### src/rtl/guitar_pkg.sv
// rtl/guitar_pkg.sv - shared defaults and state encoding for the scoring stage
package guitar_pkg;

    localparam int SCORE_W_DEF          = 32;
    localparam int POINTS_DEF           = 50;
    localparam int STREAK_PER_LEVEL_DEF = 10;
    localparam int MAX_MULT_DEF         = 4;
    localparam int LOCKOUT_DEF          = 8;

    typedef enum logic {
        READY    = 1'b0,
        COOLDOWN = 1'b1
    } state_t;

endpackage

### src/rtl/combo_counter.sv
// rtl/combo_counter.sv - streak, best streak and combo multiplier tracking
import guitar_pkg::*;

module combo_counter #(
    parameter int STREAK_PER_LEVEL = STREAK_PER_LEVEL_DEF,
    parameter int MAX_MULT         = MAX_MULT_DEF
) (
    input  logic        clock,
    input  logic        reset_n,
    input  logic        clear,
    input  logic        hit_evt,
    input  logic        miss_evt,
    output logic [15:0] streak,
    output logic [15:0] best_streak,
    output logic [2:0]  multiplier
);

    localparam int LVL_W = $clog2(STREAK_PER_LEVEL + 1);

    logic [LVL_W-1:0] level_cnt;
    logic [15:0]      streak_inc;

    // Streak saturates rather than wrapping so a very long run never looks like a miss
    assign streak_inc = (streak == 16'hFFFF) ? streak : streak + 16'd1;

    // Combo state: clear beats hit beats miss; the top never raises hit and miss together
    always_ff @(posedge clock or negedge reset_n) begin
        if (!reset_n) begin
            streak      <= '0;
            best_streak <= '0;
            level_cnt   <= '0;
            multiplier  <= 3'd1;
        end else if (clear) begin
            streak     <= '0;
            level_cnt  <= '0;
            multiplier <= 3'd1;
        end else if (hit_evt) begin
            streak <= streak_inc;
            if (streak_inc > best_streak) begin
                best_streak <= streak_inc;
            end
            if (level_cnt == LVL_W'(STREAK_PER_LEVEL - 1)) begin
                level_cnt <= '0;
                if (multiplier < 3'(MAX_MULT)) begin
                    multiplier <= multiplier + 3'd1;
                end
            end else begin
                level_cnt <= level_cnt + LVL_W'(1);
            end
        end else if (miss_evt) begin
            streak     <= '0;
            level_cnt  <= '0;
            multiplier <= 3'd1;
        end
    end

endmodule

### src/rtl/score_tracker.sv
// rtl/score_tracker.sv - strum lockout, hit/miss arbitration and saturating score
import guitar_pkg::*;

module score_tracker #(
    parameter int SCORE_W          = SCORE_W_DEF,
    parameter int POINTS           = POINTS_DEF,
    parameter int STREAK_PER_LEVEL = STREAK_PER_LEVEL_DEF,
    parameter int MAX_MULT         = MAX_MULT_DEF,
    parameter int LOCKOUT          = LOCKOUT_DEF
) (
    input  logic               clock,
    input  logic               reset_n,
    input  logic               clear,
    input  logic               update,
    input  logic               inc,
    input  logic               note_expire,
    output logic [SCORE_W-1:0] score,
    output logic [15:0]        streak,
    output logic [15:0]        best_streak,
    output logic [2:0]         multiplier,
    output logic               hit,
    output logic               miss,
    output logic               lockout
);

    localparam int CNT_W = (LOCKOUT > 2) ? $clog2(LOCKOUT) : 1;
    localparam logic [SCORE_W:0] PTS = (SCORE_W + 1)'(POINTS);

    state_t           state;
    logic [CNT_W-1:0] cnt;
    logic             accept;
    logic             hit_evt;
    logic             miss_evt;
    logic [SCORE_W:0] product;
    logic [SCORE_W:0] sum;

    // A hit swallows a coincident expiry; strum-miss and expiry merge into one miss
    assign accept   = update && (state == READY);
    assign hit_evt  = accept && inc;
    assign miss_evt = !hit_evt && (accept || note_expire);

    // One extra bit catches the carry so the score can clamp instead of wrapping
    assign product = PTS * (SCORE_W + 1)'(multiplier);
    assign sum     = {1'b0, score} + product;

    // Lockout FSM plus registered score and event pulses
    always_ff @(posedge clock or negedge reset_n) begin
        if (!reset_n) begin
            state   <= READY;
            cnt     <= '0;
            lockout <= 1'b0;
            hit     <= 1'b0;
            miss    <= 1'b0;
            score   <= '0;
        end else if (clear) begin
            state   <= READY;
            cnt     <= '0;
            lockout <= 1'b0;
            hit     <= 1'b0;
            miss    <= 1'b0;
            score   <= '0;
        end else begin
            hit  <= hit_evt;
            miss <= miss_evt;
            if (hit_evt) begin
                score <= sum[SCORE_W] ? '1 : sum[SCORE_W-1:0];
            end
            case (state)
                READY: begin
                    if (update && (LOCKOUT > 1)) begin
                        state   <= COOLDOWN;
                        cnt     <= CNT_W'(LOCKOUT - 1);
                        lockout <= 1'b1;
                    end
                end
                COOLDOWN: begin
                    cnt <= cnt - CNT_W'(1);
                    if (cnt == CNT_W'(1)) begin
                        state   <= READY;
                        lockout <= 1'b0;
                    end
                end
                default: begin
                    state   <= READY;
                    lockout <= 1'b0;
                end
            endcase
        end
    end

    combo_counter #(
        .STREAK_PER_LEVEL (STREAK_PER_LEVEL),
        .MAX_MULT         (MAX_MULT)
    ) u_combo (
        .clock       (clock),
        .reset_n     (reset_n),
        .clear       (clear),
        .hit_evt     (hit_evt),
        .miss_evt    (miss_evt),
        .streak      (streak),
        .best_streak (best_streak),
        .multiplier  (multiplier)
    );

endmodule

### config.mk
export PLATFORM = sky130hd
export DESIGN_NAME = score_tracker
export DESIGN_NICKNAME = d
export VERILOG_FILES = /design/src/rtl/guitar_pkg.sv /design/src/rtl/combo_counter.sv /design/src/rtl/score_tracker.sv
export SDC_FILE = /design/constraint.sdc
export NUM_CORES = 1
export LEC_CHECK = 0
export CAP_MARGIN = 20
export CORE_MARGIN = 5
export CORE_UTILIZATION = 55
export DETAILED_ROUTE_END_ITERATION = 8
export GPL_TIMING_DRIVEN = 0
export PLACE_DENSITY = 0.82
export SLEW_MARGIN = 20
export SYNTH_ARGS = -nofsm -noshare
export SYNTH_HDL_FRONTEND = slang
export SYNTH_SLANG_ARGS = --single-unit
### constraint.sdc
create_clock -name clock -period 7.1 [get_ports clock]
set_input_delay 1.42 -clock clock [delete_from_list [all_inputs] [get_ports clock]]
set_output_delay 1.42 -clock clock [all_outputs]
set_load 0.005 [all_outputs]
==> metrics.txt, run 1 <==
# TYPE chip_impl_metric gauge
chip_impl_info{name="outcome",value="finished clean"} 1
chip_impl_info{name="largest_cells_by_area_after_synthesis",value="sky130_fd_sc_hd__dfrtp_1, sky130_fd_sc_hd__ha_1, sky130_fd_sc_hd__xnor2_1, sky130_fd_sc_hd__o21ai_0, sky130_fd_sc_hd__a21oi_1"} 1
chip_impl_metric{name="ctsHoldBuffers",unit=""} 0
chip_impl_metric{name="cts_setup_buffers",unit=""} 0
chip_impl_metric{name="largest_net_degree_at_the_start_of_global_routing",unit=""} 50
chip_impl_metric{name="clock_latency",unit="ps"} 350
chip_impl_metric{name="worst_slack",unit="ps"} 3120
chip_impl_metric{name="grtUsageTotal",unit="%"} 23.8
chip_impl_metric{name="floorplan.die_area",unit="um^2"} 10600
chip_impl_metric{name="area.growth.synth_to_final",unit="%"} 23.0
chip_impl_metric{name="fin_clk_skew",unit="ps"} 7.90
chip_impl_metric{name="numClockSinks",unit=""} 78
chip_impl_metric{name="initial_standard_cell_utilization_of_the_core",unit="%"} 57.1
chip_impl_metric{name="dieHeight",unit="um"} 103
chip_impl_metric{name="ratio_of_cells_with_drive_above_1_in_the_final_layout",unit="%"} 10.3
chip_impl_metric{name="routed_wirelength",unit="um"} 11900
chip_impl_metric{name="p_leak",unit="nW"} 2.49
chip_impl_info{name="netlist.top_cell.by_area",value="sky130_fd_sc_hd__dfrtp_1"} 1
chip_impl_metric{name="synthCells",unit=""} 483
chip_impl_metric{name="boundaryPins",unit=""} 76
chip_impl_metric{name="postCtsResizedCells",unit=""} 0
chip_impl_metric{name="syn_nets",unit=""} 524
chip_impl_metric{name="maxClockFrequency",unit="GHz"} 0.251
chip_impl_metric{name="clkSlewWorstSetupHoldPaths",unit="ps"} 80
chip_impl_metric{name="cp_data_arrival_time",unit="ps"} 4210
chip_impl_metric{name="synthDistinctLibCells",unit=""} 62
chip_impl_metric{name="critical_path_required",unit="ps"} 7330
chip_impl_metric{name="finalCritPeriodShare",unit="%"} 56.0
chip_impl_info{name="endpoint_kind",value="register"} 1
chip_impl_metric{name="asyncSetResetFlopFracSynth",unit="%"} 100
chip_impl_metric{name="regToRegSetupSlack",unit="ps"} 3120
chip_impl_info{name="synth-main-ff-cell",value="sky130_fd_sc_hd__dfrtp_1"} 1
chip_impl_metric{name="tightest_pin_transition",unit="ps"} 889
chip_impl_metric{name="power-per-cell-area",unit="nW/um^2"} 151
chip_impl_metric{name="power.ir.vdd_worst",unit="V"} 0.0000917
chip_impl_metric{name="port_buffers",unit=""} 75
chip_impl_metric{name="synth_area_per_cell",unit="um^2"} 9.80
chip_impl_info{name="clock_tree_from_tritoncts",value="built"} 1
chip_impl_info{name="clock-root-buffer",value="sky130_fd_sc_hd__clkbuf_8"} 1
chip_impl_metric{name="part_of_the_yosys_area_used_for_sequential_elements",unit="%"} 41.2
chip_impl_metric{name="grt_pass1_vias",unit=""} 4122
chip_impl_info{name="synth.top_cells.by_count",value="sky130_fd_sc_hd__dfrtp_1, sky130_fd_sc_hd__o21ai_0, sky130_fd_sc_hd__ha_1, sky130_fd_sc_hd__nand2_1, sky130_fd_sc_hd__xnor2_1"} 1
chip_impl_metric{name="cts-root-to-sink-buffers",unit=""} 2
chip_impl_metric{name="antenna_found_initial",unit=""} 0
chip_impl_metric{name="routed_via_density",unit=""} 5.96
chip_impl_metric{name="core_region_area",unit="um^2"} 8300
chip_impl_metric{name="hold_slack",unit="ps"} 496
chip_impl_metric{name="syn-cell-area",unit="um^2"} 4740
chip_impl_metric{name="setup_tns",unit="ps"} 0
chip_impl_metric{name="drv.max_cap_violation_count",unit=""} 0
chip_impl_metric{name="cts_buffers",unit=""} 9
chip_impl_metric{name="wire_per_inst",unit="um"} 17.5
chip_impl_info{name="timing.critical_path.from_type",value="register"} 1
chip_impl_info{name="timing.hold.worst.class",value="register to register"} 1
chip_impl_metric{name="synth.yosys.warnings",unit=""} 0
chip_impl_metric{name="via_count",unit=""} 4050
chip_impl_metric{name="cell_row_count",unit=""} 33
chip_impl_metric{name="timing.max_slew.rel_slack",unit="%"} 40.3
chip_impl_metric{name="design.final.nets",unit=""} 611
chip_impl_info{name="rsz0062_at_grt",value="no"} 1
chip_impl_metric{name="ys_seq_elements",unit=""} 78
chip_impl_metric{name="pre_cts_slack",unit="ps"} 3160
chip_impl_metric{name="edff_count_synth",unit=""} 0
chip_impl_metric{name="critical_path.max_fanout",unit=""} 10
chip_impl_metric{name="cts_max_level",unit=""} 3
chip_impl_metric{name="final.fill_count",unit=""} 629
chip_impl_metric{name="gp_routability_congestion",unit=""} 0.898
chip_impl_metric{name="drt_iter0_drc",unit=""} 246
chip_impl_metric{name="finalSetupViolations",unit=""} 0
chip_impl_metric{name="grt_pass1_wl",unit="um"} 19900
chip_impl_metric{name="die_w",unit="um"} 103
chip_impl_metric{name="final_hold_violations",unit=""} 0
chip_impl_metric{name="drt_pre_antenna_iters",unit=""} 4
chip_impl_metric{name="antenna_cells",unit=""} 0
chip_impl_metric{name="drtAntennaViolNets",unit=""} 0
chip_impl_metric{name="synth_top_area_share",unit="%"} 40.7
chip_impl_metric{name="fin_total_pwr",unit="mW"} 0.882
chip_impl_info{name="timing_worst_setup_path_type",value="register to register"} 1
chip_impl_metric{name="finish.instance_area",unit="um^2"} 5820
chip_impl_metric{name="final_max_slew_viols",unit=""} 0
chip_impl_info{name="synth.most_common_cell",value="sky130_fd_sc_hd__dfrtp_1"} 1
chip_impl_metric{name="timing.final.crit_period",unit="ps"} 3980
chip_impl_metric{name="dp_hpwl",unit="um"} 8860
chip_impl_metric{name="drc",unit=""} 0
chip_impl_metric{name="placed_cell_area",unit="um^2"} 5640
chip_impl_metric{name="gr-total-overflow",unit=""} 0
worst max-delay path, stage by stage, from the launching register on:
cell and delay (ps):
sky130_fd_sc_hd__dfrtp_1 490, sky130_fd_sc_hd__nand3_1 280, sky130_fd_sc_hd__or2_2 400, sky130_fd_sc_hd__nor3_1 240, sky130_fd_sc_hd__o311ai_0 180, sky130_fd_sc_hd__o21a_1 190, sky130_fd_sc_hd__ha_1 310, sky130_fd_sc_hd__nand4_1 210
sky130_fd_sc_hd__nor4_1 290, sky130_fd_sc_hd__a21oi_1 160, sky130_fd_sc_hd__a211oi_4 450, sky130_fd_sc_hd__buf_4 290, sky130_fd_sc_hd__mux2_1 360
cell type report:
cell class | instances | area (um^2) | area share, %
clock inverter | 5 | 50.0 | 0.859
inverter | 28 | 105 | 1.80
tap | 105 | 131 | 2.26
timing repair buffer | 76 | 776 | 13.3
sequential | 78 | 1950 | 33.5
buffer | 23 | 119 | 2.04
clock buffer | 11 | 131 | 2.26
multi-input combinational | 354 | 2560 | 43.9
cell usage in the layout, fill, tap and decap left out, drive strengths merged, types with 2 or more instances in the layout:
cell,n
xor2,7
mux2i,5
nand2b,4
nor3,14
dfrtp,77
clkdlybuf4s50,74
nor4,4
o21ai,49
inv,27
o31ai,2
a211oi,7
a21o,4
ha,34
nand3,18
a31oi,4
clkinv,5
nand3b,2
o21a,4
xnor2,32
and3,3
nand4,7
nand2,34
mux2,17
a21oi,32
buf,12
nor2,27
a2111oi,6
or2,7
clkbuf,24
a22o,12
o211ai,5
report_power, final:
group	total, mW	switching (mW)	internal, mW
combinational	0.0945	0.0546	0.0399
clock	0.326	0.166	0.161
sequential	0.461	0.00847	0.452
total	0.882	0.229	0.653
registers in the layout, indices dropped and copies added, names as in the netlist:
name	flops
u_combo.level_cnt	4
hit	1
u_combo.best_streak	16
u_combo.multiplier	3
miss	1
state	1
score	32
u_combo.streak	16
lockout	1
cnt	3
metal layers:
| layer | global-route usage (%) | vias to the layer above | wire, um |
|---|---|---|---|
| li1 | - | 1907 | - |
| met1 | 33.0 | 2009 | 5170 |
| met2 | 38.8 | 117 | 5820 |
| met3 | 3.32 | 17 | 683 |
| met4 | 7.57 | 0 | 200 |
| met5 | 0 | - | 0 |
metrics by stage:
step                      util, %  instances
after floorplan                 -        483
after global placement       67.7        663
after detailed placement     68.0        664
after CTS                    70.2        680
after global routing         70.2        680
final                        70.2        680
logic make-up after synthesis:
kind of cell | after synthesis | share of synthesized area [%]
AO/OA/AOI/OAI | 130 | 18.1
XOR/XNOR | 39 | 7.21
adder cells (fa/ha/maj) | 35 | 9.41
flip-flops | 78 | 41.2
AND/OR/NAND/NOR | 128 | 14.2
buffers and inverters | 51 | 4.73
multiplexers | 22 | 5.10
path summary, 6_finish.rpt:
path / startpoint / end / depth (start not counted)
worst min-delay path: u_combo.level_cnt[3] / u_combo.level_cnt[3] / 1
worst max register to register: u_combo.streak[7] / u_combo.best_streak[8] / 12
worst max-delay path: u_combo.streak[7] / u_combo.best_streak[8] / 12
worst min register to register: u_combo.level_cnt[3] / u_combo.level_cnt[3] / 1
max in group asynchronous: reset_n / u_combo.streak[12] / 2
min in group asynchronous: reset_n / score[21] / 1
Power figures use the tool's default switching activity.
==> inputs of run 2 (changes only) <==
- CORE_UTILIZATION: 55 -> 49
- PLACE_DENSITY: 0.82 -> 0.77
- clock period: 7.1 -> 3.2 ns (I/O delays scaled with it)
==> run 2 against run 1 <==
Against the previous run: cell count increased by 9.3%; critical path type unchanged; register-to-register slack got worse by 3300 ps; critical endpoint is now u_combo.best_streak[13]; the run now ends with negative setup slack left; utilization decreased by 0.12 points; global-route usage decreased by 0.71 points; worst hold slack got worse by 330 ps; highest routed layer unchanged.
==> metrics.txt, run 2 (same netlist as run 1, synthesis figures left out) <==
# TYPE chip_impl_metric gauge
chip_impl_metric{name="via_count",unit=""} 4469
chip_impl_metric{name="cell_row_count",unit=""} 35
chip_impl_metric{name="power.ir.vdd_worst",unit="V"} 0.000252
chip_impl_metric{name="grt_pass1_wl",unit="um"} 21400
chip_impl_info{name="rsz0062_at_grt",value="yes"} 1
chip_impl_metric{name="p_leak",unit="nW"} 2.78
chip_impl_metric{name="wire_per_inst",unit="um"} 19.3
chip_impl_metric{name="tightest_pin_transition",unit="ps"} 1180
chip_impl_info{name="r2r_start",value="u_combo.streak[1]"} 1
chip_impl_metric{name="port_buffers",unit=""} 75
chip_impl_metric{name="area.growth.synth_to_final",unit="%"} 38.0
chip_impl_metric{name="numClockSinks",unit=""} 78
chip_impl_metric{name="cp_data_arrival_time",unit="ps"} 3590
chip_impl_metric{name="die_w",unit="um"} 108
chip_impl_metric{name="power-per-cell-area",unit="nW/um^2"} 296
chip_impl_info{name="final_common_cell",value="sky130_fd_sc_hd__clkdlybuf4s50_1"} 1
chip_impl_metric{name="gr-total-overflow",unit=""} 0
chip_impl_metric{name="initial_standard_cell_utilization_of_the_core",unit="%"} 50.8
chip_impl_metric{name="final_max_slew_viols",unit=""} 0
chip_impl_metric{name="routed_via_density",unit=""} 6.01
chip_impl_metric{name="cts_max_level",unit=""} 3
chip_impl_metric{name="antenna_cells",unit=""} 0
chip_impl_metric{name="max_ffs_per_register",unit=""} 32
chip_impl_metric{name="design.final.nets",unit=""} 651
chip_impl_metric{name="timing.final.crit_period",unit="ps"} 3350
chip_impl_metric{name="r2r.worst_path.cells",unit=""} 15
chip_impl_metric{name="regToRegSetupSlack",unit="ps"} -150
chip_impl_info{name="violations",value="negative setup slack"} 1
chip_impl_metric{name="timing.max_slew.rel_slack",unit="%"} 20.6
chip_impl_metric{name="dieHeight",unit="um"} 108
chip_impl_metric{name="finalCritPeriodShare",unit="%"} 105
chip_impl_metric{name="drv.max_cap_violation_count",unit=""} 0
chip_impl_metric{name="finalSetupViolations",unit=""} 16
chip_impl_metric{name="fin_total_pwr",unit="mW"} 1.94
chip_impl_metric{name="gp_routability_congestion",unit=""} 0.904
chip_impl_metric{name="cts_buffers",unit=""} 9
chip_impl_metric{name="hold_slack",unit="ps"} 167
chip_impl_metric{name="clkSlewWorstSetupHoldPaths",unit="ps"} 90
chip_impl_metric{name="clock_latency",unit="ps"} 360
chip_impl_metric{name="grt_pass1_vias",unit=""} 4320
chip_impl_metric{name="critical_path.max_fanout",unit=""} 5
chip_impl_metric{name="final_hold_violations",unit=""} 0
chip_impl_metric{name="routed_wirelength",unit="um"} 14400
chip_impl_metric{name="drt_pre_antenna_iters",unit=""} 7
chip_impl_info{name="clock_tree_from_tritoncts",value="built"} 1
chip_impl_metric{name="fin_clk_skew",unit="ps"} 13.2
chip_impl_metric{name="antenna_found_initial",unit=""} 0
chip_impl_metric{name="ratio_of_cells_with_drive_above_1_in_the_final_layout",unit="%"} 24.3
chip_impl_info{name="endpoint_kind",value="register"} 1
chip_impl_metric{name="drtAntennaViolNets",unit=""} 0
chip_impl_metric{name="floorplan.die_area",unit="um^2"} 11700
chip_impl_info{name="timing_worst_setup_path_type",value="register to register"} 1
chip_impl_info{name="largest_registers",value="score (32), u_combo.best_streak (16), u_combo.streak (16)"} 1
chip_impl_metric{name="grtUsageTotal",unit="%"} 23.1
chip_impl_info{name="outcome",value="finished, violations left"} 1
chip_impl_metric{name="critical_path_required",unit="ps"} 3440
chip_impl_metric{name="ctsHoldBuffers",unit=""} 0
chip_impl_metric{name="core_region_area",unit="um^2"} 9330
chip_impl_metric{name="drc",unit=""} 0
chip_impl_metric{name="boundaryPins",unit=""} 76
chip_impl_metric{name="maxClockFrequency",unit="GHz"} 0.299
chip_impl_info{name="regToRegEndpoint",value="u_combo.best_streak[13]"} 1
chip_impl_info{name="mostFrequentLayoutCells",value="sky130_fd_sc_hd__clkdlybuf4s50_1, sky130_fd_sc_hd__dfrtp_1, sky130_fd_sc_hd__buf_4"} 1
chip_impl_info{name="clock-root-buffer",value="sky130_fd_sc_hd__clkbuf_8"} 1
chip_impl_info{name="timing.critical_path.from_type",value="register"} 1
chip_impl_metric{name="cts-root-to-sink-buffers",unit=""} 2
chip_impl_metric{name="drt_iter0_drc",unit=""} 402
chip_impl_metric{name="largest_net_degree_at_the_start_of_global_routing",unit=""} 59
chip_impl_metric{name="worst_slack",unit="ps"} -150
chip_impl_info{name="registers.top_by_ff_count",value="score"} 1
chip_impl_metric{name="dp_hpwl",unit="um"} 8760
chip_impl_info{name="timing.hold.worst.class",value="primary input to async pin"} 1
-- run 2: cell count changes in the layout (fill, tap and decap cells not counted), sizes merged --
cell	previous run	this run
buf	12	54
bufinv	1	0
clkinv	5	2
clkbuf	24	25
-- run 2: final cells by class --
| class | count | area [um^2] |
|---|---|---|
| multi-input cells | 354 | 2900 |
| repair buffers | 117 | 1100 |
| flip-flops and latches | 78 | 1970 |
| plain buffers | 22 | 135 |
| clock buffers | 14 | 163 |
| inverters | 28 | 105 |
| well taps | 129 | 161 |
| clock inverters | 1 | 5.00 |
| fillers | 624 | 2790 |
-- run 2: power breakdown --
| group | switching, mW | internal (mW) | leakage, nW | total, mW |
|---|---|---|---|---|
| Clock | 0.360 | 0.321 | 0.0865 | 0.681 |
| Combinational | 0.134 | 0.0993 | 1.64 | 0.234 |
| Sequential | 0.0175 | 1.00 | 1.05 | 1.02 |
-- run 2: timing repair --
action / in CTS / in global routing
pin swaps: 12 / 16
setup endpoints to repair: 35 / 41
resized for setup: 51 / 40
hold endpoints to repair: 0 / 0
cloned: 1 / 1
buffers inserted: 21 / 18
-- run 2: worst max-delay path: stages, from the launching register on --
cell	delay (ps)
sky130_fd_sc_hd__dfrtp_1	370
sky130_fd_sc_hd__buf_4	130
sky130_fd_sc_hd__ha_4	170
sky130_fd_sc_hd__nand2_4	100
sky130_fd_sc_hd__nor2_2	190
sky130_fd_sc_hd__o21ai_1	130
sky130_fd_sc_hd__nor2_1	160
sky130_fd_sc_hd__xnor2_1	150
sky130_fd_sc_hd__ha_1	340
sky130_fd_sc_hd__nand4_1	240
sky130_fd_sc_hd__buf_4	240
sky130_fd_sc_hd__nor2_4	90
sky130_fd_sc_hd__a221oi_4	70
sky130_fd_sc_hd__a211oi_4	340
sky130_fd_sc_hd__buf_6	200
sky130_fd_sc_hd__mux2_4	320
-- run 2: how the worst max path moves through the flow --
stage	end	slack, ps	cells after the start	start
after global routing	u_combo.best_streak[13]	-280	15	u_combo.streak[1]
after floorplan	u_combo.best_streak[15]	6	12	u_combo.streak[7]
after global placement	hit	-1220	1	reset_n
after CTS	u_combo.best_streak[10]	-80	13	u_combo.streak[4]
final	u_combo.best_streak[13]	-150	15	u_combo.streak[1]
after detailed placement	u_combo.best_streak[9]	-530	13	u_combo.streak[0]
-- run 2: through the flow --
step / TNS (ps) / utilization [%] / worst slack, ps / cell area (um^2) / cells
floorplan: 0 / - / 6.38 / 4770 / 483
global placement: -102150 / 60.9 / -1220 / 5680 / 687
detailed placement: -9470 / 61.2 / -527 / 5710 / 688
CTS: -1110 / 66.8 / -80.0 / 6230 / 725
global route: -4240 / 70.1 / -278 / 6540 / 743
finish: -2010 / 70.1 / -150 / 6540 / 743
-- run 2: metal layers --
layer  vias up  global-route usage, %  share of wire [%]
met1      2197                   30.8                 40
met2       233                   38.2                 50
li1       1983                      -                  -
met5         -                      0                  0
met3        56                   2.87                6.7
met4         0                   9.20                3.3
